--- src/rtl/control_sequencer.sv ---
// rtl/control_sequencer.sv - SAP-1 six-state ring counter and microcode decoder
module control_sequencer #(
    parameter logic [3:0] OP_LDA = 4'b0000,
    parameter logic [3:0] OP_ADD = 4'b0001,
    parameter logic [3:0] OP_SUB = 4'b0010,
    parameter logic [3:0] OP_OUT = 4'b1110,
    parameter logic [3:0] OP_HLT = 4'b1111
) (
    input  logic        clk,
    input  logic        clr,
    input  logic [3:0]  opcode,
    output logic [11:0] con,
    output logic [5:0]  t_state,
    output logic        hlt_bar
);

    typedef enum logic [5:0] {
        T1 = 6'b000001,
        T2 = 6'b000010,
        T3 = 6'b000100,
        T4 = 6'b001000,
        T5 = 6'b010000,
        T6 = 6'b100000
    } state_t;

    localparam logic [11:0] CON_IDLE = 12'h3E3;

    state_t      state;
    state_t      state_nx;
    logic        halted;
    logic        halted_nx;
    logic        hlt_now;
    logic [11:0] con_raw;

    // Ring advances on the falling edge so control words are stable at the rising edge.
    always_ff @(negedge clk or negedge clr) begin
        if (!clr) begin
            state  <= T1;
            halted <= 1'b0;
        end else begin
            state  <= state_nx;
            halted <= halted_nx;
        end
    end

    always_comb begin
        state_nx  = T1;
        halted_nx = halted;
        hlt_now   = 1'b0;
        con_raw   = CON_IDLE;
        case (state)
            T1: begin
                con_raw  = 12'h5E3;
                state_nx = T2;
            end
            T2: begin
                con_raw  = 12'hBE3;
                state_nx = T3;
            end
            T3: begin
                con_raw  = 12'h263;
                state_nx = T4;
            end
            T4: begin
                state_nx = T5;
                if (halted) begin
                    state_nx = T4;
                end else if (opcode == OP_HLT) begin
                    hlt_now   = 1'b1;
                    halted_nx = 1'b1;
                    state_nx  = T4;
                end else if (opcode == OP_LDA || opcode == OP_ADD || opcode == OP_SUB) begin
                    con_raw = 12'h1A3;
                end else if (opcode == OP_OUT) begin
                    con_raw = 12'h3F2;
                end
            end
            T5: begin
                state_nx = T6;
                if (opcode == OP_LDA) begin
                    con_raw = 12'h2C3;
                end else if (opcode == OP_ADD || opcode == OP_SUB) begin
                    con_raw = 12'h2E1;
                end
            end
            T6: begin
                state_nx = T1;
                if (opcode == OP_ADD) begin
                    con_raw = 12'h3C7;
                end else if (opcode == OP_SUB) begin
                    con_raw = 12'h3CF;
                end
            end
            default: begin
                state_nx = T1;
            end
        endcase
    end

    // Reset masks the decoder directly so no partial word leaks while clr is low.
    assign con     = clr ? con_raw : CON_IDLE;
    assign hlt_bar = ~clr | ~(halted | hlt_now);
    assign t_state = state;

endmodule

--- config.mk ---
export PLATFORM = sky130hd
export DESIGN_NAME = control_sequencer
export DESIGN_NICKNAME = d
export VERILOG_FILES = /design/src/rtl/control_sequencer.sv
export SDC_FILE = /design/constraint.sdc
export NUM_CORES = 1
export LEC_CHECK = 0
export ABC_CLOCK_PERIOD_IN_PS = 3000
export CORE_UTILIZATION = 35
export CTS_BUF_LIST = sky130_fd_sc_hd__clkbuf_16
export DETAILED_ROUTE_END_ITERATION = 12
export GPL_ROUTABILITY_DRIVEN = 0
export HOLD_SLACK_MARGIN = 0.1
export PLACE_DENSITY_LB_ADDON = 0.25
export SLEW_MARGIN = 20
export SYNTH_ARGS = -nofsm -noshare
export SYNTH_HDL_FRONTEND = slang
export SYNTH_SLANG_ARGS = --single-unit
--- constraint.sdc ---
create_clock -name clk -period 3 [get_ports clk]
set_input_delay 0.6 -clock clk [delete_from_list [all_inputs] [get_ports clk]]
set_output_delay 0.6 -clock clk [all_outputs]
set_load 0.02 [all_outputs]
==> impl_metrics.yaml <==
worst_setup_path:
  crit_path_end_kind: "output pin"
  path_delay_family: "simple AND/OR/NAND/NOR gates"
  reg2reg_slack_ps: 1290
  worstRegToRegCells: 6
  worst_ep_required_time_ps: 2400
  cp.depth: 5
  reg2reg_from: "t_state[2]$_DFF_NN0_"
  path_cells: "or4b_4 > or4b_4 > nand3_4 > o2111ai_2 > buf_2"
  worstSetupPathType: "reg2out"
  r2r-end: "t_state[0]$_DFF_NN1_"
  cpPeakStageDelay_ps: 550
  cp_slowest_cell: "or4b_4"
  critPathArrivalTime_ps: 3600
  critPathBufInv: 1
  crit_path_frequent_cell: "or4b_4"
  worstPathMaxFanout: 5
  critPathLaunchType: "flop"
detailed_routing:
  drt_pass1_iterations: 4
  vias: 1056
  drt_iter0_drc: 45
  routed_wl_mm: 3.27
  ant_nets: 0
  viasPerCell: 5.83
  drc: 0
  post_drt_wl_per_cell_um: 18.0
placement:
  port_buffers: 24
  hpwl_mm: 1.68
  place_ws_ps: -1290
  placed_cell_area_um2: 1190
final_layout:
  drive_gt1_share_pct: 58.3
  final_area_um2: 1540
  syn_to_final_growth_pct: 126
  final_util_pct: 86.1
  final_nets: 163
  antenna_cells: 0
  num-fill-cells: 88
yosys:
  synth_edf_count: 0
  synth_cells: 90
  async_reset_ff_share_pct: 100
  synth-seq-cells: 7
  ys_warn_count: 0
  ys_types: 38
  synth_seq_area_share_pct: 25.9
  syn_area_per_cell_um2: 7.56
  netlist_area_um2: 681
  postSynthNetCount: 96
  synth_ff_type: "dfrtn_1"
run_status:
  violations: "negative setup slack"
  outcome: "finished, violations left"
clock_tree:
  root_buffer: "clkbuf_16"
  insertion_delay_ps: 320
  cts_tree: "done"
  clk_pin_slew_ps: 30
  htree_levels: 1
  clockBufferDepth: 2
  postCtsHoldBufs: 0
  clock_sinks: 7
  numCtsBuffers: 3
global_routing:
  antenna_found_initial: 0
  grt_usage_pct: 30.7
  grt_pass1_wl_mm: 4.49
  grt_start_max_net_pins: 15
  gr-total-overflow: 0
  grt_pass1_vias: 957
worst_hold_path:
  holdPathStages: 2
  hp-start: "halted$_DFFE_NN0P_"
  hp-class: "reg2reg"
  min_delay_worst_endpoint: "halted$_DFFE_NN0P_"
timing:
  report.final.slew_viol_count: 0
  fin_worst_skew_ps: 50.8
  rsz0062_at_grt: "true"
  tightest_slew_ps: 467
  fin_ws_ps: -1200
  max_slew_margin_pct: 68.6
  setup_tns_ps: -13740
  setup_viol: 19
  final-hold-violation-count: 0
floorplan:
  die-area_um2: 2130
  start_util_pct: 38.2
  placementRows: 15
  core_um2: 1780
  die_h_um: 46.1
  die_x_um: 46.1
  ios: 25
power:
  power_density_nw_per_um2: 956
  ir_worst_vdd_v: 0.000722
  leakage_nw: 0.700
run:
  maxCapViolCount: 0
-- cell type report --
type | count | area [µm²] | area share (%)
repair buffers | 68 | 633 | 41.2
multi-input cells | 73 | 601 | 39.1
clock inverters | 2 | 7.51 | 0.489
well taps | 25 | 31.3 | 2.04
inverters | 3 | 11.3 | 0.733
clock buffers | 3 | 75.1 | 4.89
flip-flops and latches | 7 | 176 | 11.5
-- report_power, final --
part | total [mW] | switching, mW | internal (mW)
registers | 0.156 | 0.0243 | 0.132
logic | 1.07 | 0.525 | 0.546
clock network | 0.242 | 0.0655 | 0.176
total | 1.47 | 0.615 | 0.854
-- state kept, by name, indices dropped and copies added, names as in the netlist --
signal	flops
halted	1
t_state	6
-- how the worst max path moves through the flow --
| stage | slack [ps] | endpoint | start |
|---|---|---|---|
| after floorplan | -1020 | con[6] | t_state[4]$_DFF_NN0_ |
| after global placement | -1260 | con[1] | t_state[2]$_DFF_NN0_ |
| after detailed placement | -1290 | con[1] | t_state[2]$_DFF_NN0_ |
| after CTS | -1180 | con[1] | t_state[2]$_DFF_NN0_ |
| after global routing | -1240 | con[1] | t_state[2]$_DFF_NN0_ |
| final | -1200 | con[1] | t_state[2]$_DFF_NN0_ |
-- Yosys cell counts, types with 2 or more instances --
master	n	area, µm²
a21o_1	2	15.0
and3_1	2	12.5
clkbuf_1	5	18.8
dfrtn_1	6	150
inv_1	4	15.0
nand2_1	3	11.3
nand2b_1	5	31.3
nand3_1	6	30.0
nor2_1	9	33.8
nor3_1	9	45.0
nor4_1	2	12.5
o2111ai_1	2	17.5
o211ai_1	2	15.0
o21ai_0	5	25.0
or2_1	2	12.5
or4b_4	2	27.5
xnor2_1	2	17.5
xor2_1	2	17.5
-- per-layer routing --
metal / GRT usage, % / part of all wire (%) / up-vias
met2: 48.7 / 51 / 69
met1: 39.5 / 35 / 503
met5: 0 / 0 / -
met3: 8.24 / 7.5 / 26
li1: - / - / 458
met4: 11.8 / 6.1 / 0
-- per-stage QoR --
step           std cells  power [mW]  hold WS [ps]
3_5_place_dp         159       0.959           475
4_1_cts              175        1.33           566
2_1_floorplan         90       0.642           445
6_report             181        1.47           580
3_3_place_gp         159       0.942           461
5_1_grt              181        1.52           614
-- what timing repair did --
action	4_1_cts	5_1_grt
pin swaps	8	6
buffers inserted	12	9
gates resized for setup	130	16
setup endpoints to repair	20	19
-- worst reg2reg max path: cells and delay by family, from the launching register on --
kind | cells | cell delay [ps]
DFF | 1 | 330
buffers and inverters | 3 | 380
and+or+nand+nor | 3 | 960
-- cell families (layout without fill, tap and decap cells) --
| kind of cell | Yosys count | in the layout | share of synthesized area [%] |
|---|---|---|---|
| flip-flops | 7 | 7 | 25.9 |
| AO/OA/AOI/OAI | 18 | 18 | 18.2 |
| XOR/XNOR | 4 | 4 | 5.15 |
| AND/OR/NAND/NOR | 51 | 51 | 44.1 |
| buffers and inverters | 10 | 76 | 6.62 |
-- layout by cell type (no fill, tap or decap), drive strengths merged, types with 2 or more instances in the layout --
master       instances
xnor2                2
or2                  3
nor3                 9
inv                  5
o2111ai              2
nand2                3
dfrtn                6
buf                 63
nand2b               5
nor2                 9
nor4                 2
xor2                 2
clkbuf               3
or4b                 2
a21o                 2
dlygate4sd2          4
o21ai                6
nand3                7
o211ai               2
and3                 2
(Power assumes the default switching activity.)
